## config.mk

```make
export PLATFORM = sky130hd
export DESIGN_NAME = alu_div
export DESIGN_NICKNAME = d
export VERILOG_FILES = /design/src/rtl/alu_pkg.sv /design/src/rtl/alu_div_step.sv /design/src/rtl/alu_div.sv
export SDC_FILE = /design/constraint.sdc
export NUM_CORES = 1
export LEC_CHECK = 0
export CAP_MARGIN = 20
export CORE_UTILIZATION = 49
export DETAILED_ROUTE_END_ITERATION = 10
export PLACE_DENSITY = 0.76
export SETUP_SLACK_MARGIN = 0.2
export SLEW_MARGIN = 20
export SYNTH_ARGS = -nofsm -noshare
export SYNTH_HDL_FRONTEND = slang
export SYNTH_SLANG_ARGS = --single-unit
```

## constraint.sdc

```tcl
create_clock -name Clk -period 1.95 [get_ports Clk]
set_input_delay 0.39 -clock Clk [delete_from_list [all_inputs] [get_ports Clk]]
set_output_delay 0.39 -clock Clk [all_outputs]
set_load 0.1 [all_outputs]
```

## src/rtl/alu_pkg.sv

```systemverilog
// rtl/alu_pkg.sv - shared ALU constants and divider FSM state type
package alu_pkg;

  localparam int ALU_WIDTH = 8;

  typedef enum logic [1:0] {
    IDLE = 2'd0,
    CALC = 2'd1,
    DONE = 2'd2
  } div_state_e;

endpackage

```

## src/rtl/alu_div_step.sv

```systemverilog
// rtl/alu_div_step.sv - one combinational restoring-division step
// Shifts the next dividend bit into the partial remainder and conditionally subtracts the divisor.
module alu_div_step #(
  parameter int WIDTH = alu_pkg::ALU_WIDTH
) (
  input  logic [WIDTH:0]   rem_i,
  input  logic             bit_i,
  input  logic [WIDTH-1:0] divisor_i,
  output logic [WIDTH:0]   rem_o,
  output logic             q_o
);

  logic [WIDTH:0] shifted;
  logic [WIDTH:0] dvs_ext;

  always_comb begin
    shifted = {rem_i[WIDTH-1:0], bit_i};
    dvs_ext = {1'b0, divisor_i};
    if (shifted >= dvs_ext) begin
      rem_o = shifted - dvs_ext;
      q_o   = 1'b1;
    end else begin
      rem_o = shifted;
      q_o   = 1'b0;
    end
  end

endmodule

```

## src/rtl/alu_div.sv

```systemverilog
// rtl/alu_div.sv - multi-cycle unsigned restoring divider (IDLE/CALC/DONE)
// Remainder port and register exist only when ALU_DIV_REM_EN is defined.
module alu_div
  import alu_pkg::*;
#(
  parameter int WIDTH = ALU_WIDTH
) (
  input  logic             Clk,
  input  logic             Clear_n,
  input  logic             Start,
  input  logic [WIDTH-1:0] Dividend,
  input  logic [WIDTH-1:0] Divisor,
  output logic [WIDTH-1:0] Quotient,
`ifdef ALU_DIV_REM_EN
  output logic [WIDTH-1:0] Remainder,
`endif
  output logic             Busy,
  output logic             Done,
  output logic             DivZero
);

  localparam int CW = $clog2(WIDTH + 1);

  div_state_e       state_q, state_d;
  logic [CW-1:0]    cnt_q, cnt_d;
  logic [WIDTH-1:0] dq_q, dq_d;
  logic [WIDTH-1:0] dvs_q, dvs_d;
  logic [WIDTH:0]   prem_q, prem_d;
  logic [WIDTH-1:0] quot_q, quot_d;
`ifdef ALU_DIV_REM_EN
  logic [WIDTH-1:0] rem_q, rem_d;
`endif
  logic             dz_q, dz_d;

  logic             accept;
  logic             last_step;
  logic [WIDTH:0]   step_rem;
  logic             step_q;

  assign accept    = Start && (state_q != CALC);
  assign last_step = (state_q == CALC) && (cnt_q == CW'(1));

  alu_div_step #(.WIDTH(WIDTH)) u_step (
    .rem_i     (prem_q),
    .bit_i     (dq_q[WIDTH-1]),
    .divisor_i (dvs_q),
    .rem_o     (step_rem),
    .q_o       (step_q)
  );

  always_ff @(posedge Clk or negedge Clear_n) begin
    if (!Clear_n) begin
      state_q <= IDLE;
    end else begin
      state_q <= state_d;
    end
  end

  always_comb begin
    state_d = state_q;
    case (state_q)
      IDLE:    if (Start) state_d = (Divisor == '0) ? DONE : CALC;
      CALC:    if (cnt_q == CW'(1)) state_d = DONE;
      DONE:    state_d = Start ? ((Divisor == '0) ? DONE : CALC) : IDLE;
      default: state_d = IDLE;
    endcase
  end

  always_comb begin
    Busy = (state_q == CALC);
    Done = (state_q == DONE);
  end

  // dq_q shifts dividend bits out of the top while quotient bits enter at the bottom.
  always_comb begin
    cnt_d  = cnt_q;
    dq_d   = dq_q;
    dvs_d  = dvs_q;
    prem_d = prem_q;
    quot_d = quot_q;
`ifdef ALU_DIV_REM_EN
    rem_d  = rem_q;
`endif
    dz_d   = dz_q;
    if (accept) begin
      cnt_d  = CW'(WIDTH);
      dq_d   = Dividend;
      dvs_d  = Divisor;
      prem_d = '0;
      dz_d   = (Divisor == '0);
      if (Divisor == '0) begin
        quot_d = '1;
`ifdef ALU_DIV_REM_EN
        rem_d  = Dividend;
`endif
      end
    end else if (state_q == CALC) begin
      cnt_d  = cnt_q - CW'(1);
      prem_d = step_rem;
      dq_d   = {dq_q[WIDTH-2:0], step_q};
      if (last_step) begin
        quot_d = {dq_q[WIDTH-2:0], step_q};
`ifdef ALU_DIV_REM_EN
        rem_d  = step_rem[WIDTH-1:0];
`endif
      end
    end
  end

  always_ff @(posedge Clk or negedge Clear_n) begin
    if (!Clear_n) begin
      cnt_q  <= '0;
      dq_q   <= '0;
      dvs_q  <= '0;
      prem_q <= '0;
      quot_q <= '0;
`ifdef ALU_DIV_REM_EN
      rem_q  <= '0;
`endif
      dz_q   <= 1'b0;
    end else begin
      cnt_q  <= cnt_d;
      dq_q   <= dq_d;
      dvs_q  <= dvs_d;
      prem_q <= prem_d;
      quot_q <= quot_d;
`ifdef ALU_DIV_REM_EN
      rem_q  <= rem_d;
`endif
      dz_q   <= dz_d;
    end
  end

  assign Quotient  = quot_q;
`ifdef ALU_DIV_REM_EN
  assign Remainder = rem_q;
`endif
  assign DivZero   = dz_q;

endmodule
```

# After elaboration in Yosys (flattened, before gate mapping)
# Index checks and enable logic that the tools add are counted.
# W data, S select, Z words.
[word_totals] reg_bits=39 out_inout_bits=11
[op_classes] n_addsub=2 order_cmp=1 n_eq_ne=7 mux=17 n_reduce_logical=8
[op_table] cell="$mux W8" count=9
[op_table] cell="$ge A9 B8 Y1" count=1
[op_table] cell="$logic_not A8 Y1" count=1
[op_table] cell="$mux W2" count=4
[op_table] cell="$mux W4" count=2
[op_table] cell="$sub A8 B8 Y8" count=1
[op_table] cell="$ne A2 B1 Y1 const B" count=3
[op_table] cell="$pmux W2 S3" count=1
[op_table] cell="$eq A4 B1 Y1 const B" count=1
[op_table] cell="$reduce_bool A2 Y1" count=2
[op_table] cell="$sub A4 B1 Y4 const B" count=1
[op_table] cell="$reduce_and A3 Y1" count=1
[op_table] cell="$eq A2 B1 Y1 const B" count=1
[op_table] cell="$eq A2 B2 Y1 const B" count=1
[op_table] cell="$logic_and A1 B1 Y1" count=2
[op_table] cell="$logic_not A2 Y1" count=1
[op_table] cell="$ne A2 B2 Y1 const B" count=1
[op_table] cell="$reduce_and A2 Y1" count=1
[op_table] cell="$mux W1" count=1

# Logic depth before layout (Yosys ltp)
# Gate-level depths: netlist of run 1.
[depth] depth_word=5 mapped_depth=9 mapped_depth_nobuf=9

# Modules after synthesis
# A second synthesis of run 1 with hierarchy kept.
[unflattened] hier_cells=231 hier_area_um2=2309.7
[modules_own_cells] module="alu_div" instances=1 cells_per_inst=155 area_each_um2=1762.9 seq_area_each_um2=1001.0
[modules_own_cells] module="alu_div_step" instances=1 cells_per_inst=76 area_each_um2=546.8 seq_area_each_um2=0.0

# Worst setup path after synthesis of run 1
# OpenSTA, ideal clock, no wires.
[synth_path] path_type="flip-flop to output port" startpoint="register state_q[0]" endpoint="output port Done" arrival_time_ns=1.727 required_time_ns=1.560 path_slack_ns=-0.167 path_stages_with_launch=2 n_path_buf=0 cell_sequence="dfrtp_1 nor2b_1"
[synth_via] elab_chain_cells=1
[synth_lines] element="start: declaration" line_no="alu_div.sv:24" rtl="div_state_e state_q, state_d;"
[synth_lines] element="start signal: assignment" line_no="alu_div.sv:55" rtl="state_q <= state_d;"
[synth_lines] element="$eq A2 B2 Y1" line_no="alu_div.sv:71" rtl="Done = (state_q == DONE);"
[synth_lines] element="end: declaration" line_no="alu_div.sv:18" rtl="output logic Done,"
# Every way passes these cells.

# Final worst setup path of run 1
[layout_path] startpoint="register prem_q[0]" endpoint="register prem_q[4]"
[layout_via] elab_chain_cells=4
[layout_lines] element="start: declaration" line_no="alu_div.sv:28" rtl="logic [WIDTH:0] prem_q, prem_d;"
[layout_lines] element="start signal: assignment" line_no="alu_div.sv:125" rtl="prem_q <= prem_d;"
[layout_lines] element="$sub A8 B8 Y8 / $ge A9 B8 Y1 (equally long branches)" line_no="alu_div_step.sv:20, alu_div_step.sv:19"
[layout_lines] element="$mux W8 *" line_no="alu_div_step.sv:19" rtl="if (shifted >= dvs_ext) begin"
[layout_lines] element="$mux W8 *" line_no="alu_div.sv:97" rtl="end else if (state_q == CALC) begin"
[layout_lines] element="$mux W8 *" line_no="alu_div.sv:85" rtl="if (accept) begin"
# Every way passes the cells marked *; elsewhere a longest branch is shown, timed or not. The select of a mux whose other input is x is not followed.
# A chain may end at the register's enable or synchronous reset.

==> results of run 1 <==
## final timing paths
check / slack [ns] / start / to / cells after the start
worst min register to register: 0.49 / Quotient[6] / Quotient[6] / 1
worst min-delay path: 0.14 / Clear_n / Quotient[6] / 2
min in group Clk: 0.49 / Quotient[6] / Quotient[6] / 1
max in group asynchronous: 1.45 / Clear_n / state_q[0] / 2
worst max register to register: -0.002 / prem_q[0] / prem_q[4] / 7
worst max-delay path: -0.002 / prem_q[0] / prem_q[4] / 7
## layout by cell type, fill, tap and decap left out, drive strengths merged, types with 2 or more instances in the layout
master	count
xor2	2
clkdlybuf4s50	17
o31ai	2
o211ai	2
dfrtp	39
inv	13
o22a	8
nand2	17
clkinvlp	2
nor2	7
buf	36
a221o	2
mux2i	8
nor2b	3
a31oi	3
nor4	2
and3	2
o21a	3
o21ai	19
nand3	8
o311ai	3
clkbuf	5
ha	10
nand2b	3
mux2	8
a21oi	6
## state kept, by name, summed over array words and instances (netlist names)
register / cells
Quotient: 8
state_q: 2
DivZero: 1
dq_q: 8
dvs_q: 8
cnt_q: 4
prem_q: 8
## per-stage QoR
| step | TNS [ns] | hold slack [ns] | cell area (µm²) | util (%) |
|---|---|---|---|---|
| after floorplan | 0 | 0.0944 | 2120 | - |
| after global placement | -0.0332 | 0.469 | 2530 | 62.7 |
| after detailed placement | -0.271 | 0.476 | 2530 | 62.7 |
| after CTS | 0 | 0.153 | 2720 | 67.5 |
| after global routing | -0.248 | 0.175 | 2910 | 72.3 |
| final | -0.00245 | 0.143 | 2910 | 72.3 |
## cells by family (layout without fill, tap and decap cells)
| group | after synthesis | after routing | share of synthesized area, % |
|---|---|---|---|
| flip-flops | 39 | 39 | 47.2 |
| XOR/XNOR | 3 | 3 | 1.27 |
| AND/OR/NAND/NOR | 50 | 50 | 12.3 |
| AO/OA/AOI/OAI | 53 | 53 | 19.4 |
| buffers and inverters | 21 | 74 | 4.54 |
| multiplexers | 16 | 16 | 8.23 |
| adder cells (fa/ha/maj) | 11 | 11 | 7.02 |
## area by class of cell
cell class	instances	area (µm²)
multi-input combinational	133	1250
fill	279	1110
sequential	39	977
timing repair buffer	53	490
clock buffer	5	68.8
tap	50	62.6
inverter	13	48.8
clock inverter	3	20.0
## metal layers
| layer | vias to the layer above | part of all wire [%] | global-route usage [%] |
|---|---|---|---|
| met5 | - | 0 | 0 |
| met4 | 0 | 2.3 | 9.57 |
| met2 | 59 | 49 | 37.5 |
| li1 | 811 | - | - |
| met3 | 11 | 4.1 | 6.68 |
| met1 | 865 | 44 | 30.1 |
## worst max-delay path, cell delays in order (launching register included)
cell and delay (ns):
dfrtp_1 0.40, buf_4 0.16, inv_1 0.06, fa_2 0.37, nor2b_2 0.15, o21ai_0 0.14
a2111oi_1 0.43, a221o_1 0.18
## timing repair
| item | CTS | global route |
|---|---|---|
| setup endpoints to repair | 11 | 18 |
| pin swaps | 10 | 11 |
| setup buffers | 5 | 4 |
| resized for setup | 15 | 31 |
==> results.ini, run 1 <==
[worst_setup_path]
cp_max_fo = 3
cp.arrival_ns = 2.19
crit_required_ns = 2.19
cp-end-kind = flop
path_class = reg2reg
worst_setup_path_start_kind = flop

[synth]
post-synth-top-count-cell = dfrtp_1
avgSynthCellArea_um2 = 10.7
synth_enable_flop_cells = 0
async_flop_share_pct = 100
syn-instance-count = 193
ys.flop_type = dfrtp_1
netlist_area_um2 = 2070
synth_top_cell_by_area = dfrtp_1
synth_top_area_share_pct = 47.2
yosys_warnings = 0
synth.distinct_cells = 49
ys_top_cells_by_count = 39 x dfrtp_1, 16 x nand2_1, 16 x o21ai_0
synth.area.top_cells = dfrtp_1 47%, ha_1 6.1%, mux2_2 4.4%
synth.yosys.seq_area_share_pct = 47.2
ys_seq_elements = 39
syn-num-nets = 223

[drt]
wl_per_cell_um = 18.1
vias = 1746
wl_um = 5360
firstDrtPassIters = 5
drcViolationCount = 0
postRouteAntennaNets = 0
viasPerCell = 5.90
drt_iter0_drc = 93

[floorplan]
initial_core_util_pct = 51.3
io_pins = 30
num_rows = 23
die_w_um = 67.0
core_area_um2 = 4030
dieArea_um2 = 4480
die_y_um = 67.0

[sta]
fmax_mhz = 512
fin_crit_ns = 1.95
tightest_slew_ns = 0.499
fin_skew_ns = 0.00488
finalWorstSetupSlack_ns = -0.00245
finalSetupViolations = 1
max_slew_margin_pct = 66.7
period_share_pct = 100
maxSlewViolCount = 0
hold_violations = 0
rsz0062_at_grt = true

[cts]
cts_max_level = 2
clk_latency_ns = 0.30
cts_tree = built
path_clk_slew_ns = 0.08
hold_buffers = 0
ctsLongestPathBuffers = 2
clockRootBuffer = clkbuf_8
numCtsBuffers = 5
cts.sinks = 39

[place]
portBuffers = 29
place_ws_ns = -0.0703
place_congestion = 0.830
hpwl_um = 3210
dp_cells = 279

[finish]
drive_above_1_share_pct = 39.0
layout.cells.non_filler = 296
num_antenna_cells = 0
area_delta_synth_final_pct = 41.0
nNetsFinal = 275

[global_route]
grt_first_pass_wirelength_um = 7610
antenna_found_initial = 0
overflow = 0
grt_max_degree = 40
grt_pass1_vias = 1633
grt_use_total_pct = 23.7

[flow_run]
max-cap-violations = 0

[run_status]
violations = setup timing
status = finished with violations

[hold_path]
hold_class = in2async

Power of run 1 is not shown: default switching activity piles up to over one toggle a cycle in this logic, so the estimate is an artifact.
==> run 2, diff against run 1 <==
Settings changed: ABC_CLOCK_PERIOD_IN_PS set to 1950.
==> results of run 2 <==
Same layout as run 1: the final DEF is identical, and so are final timing and power.
Power of run 2 is left out for the same reason.
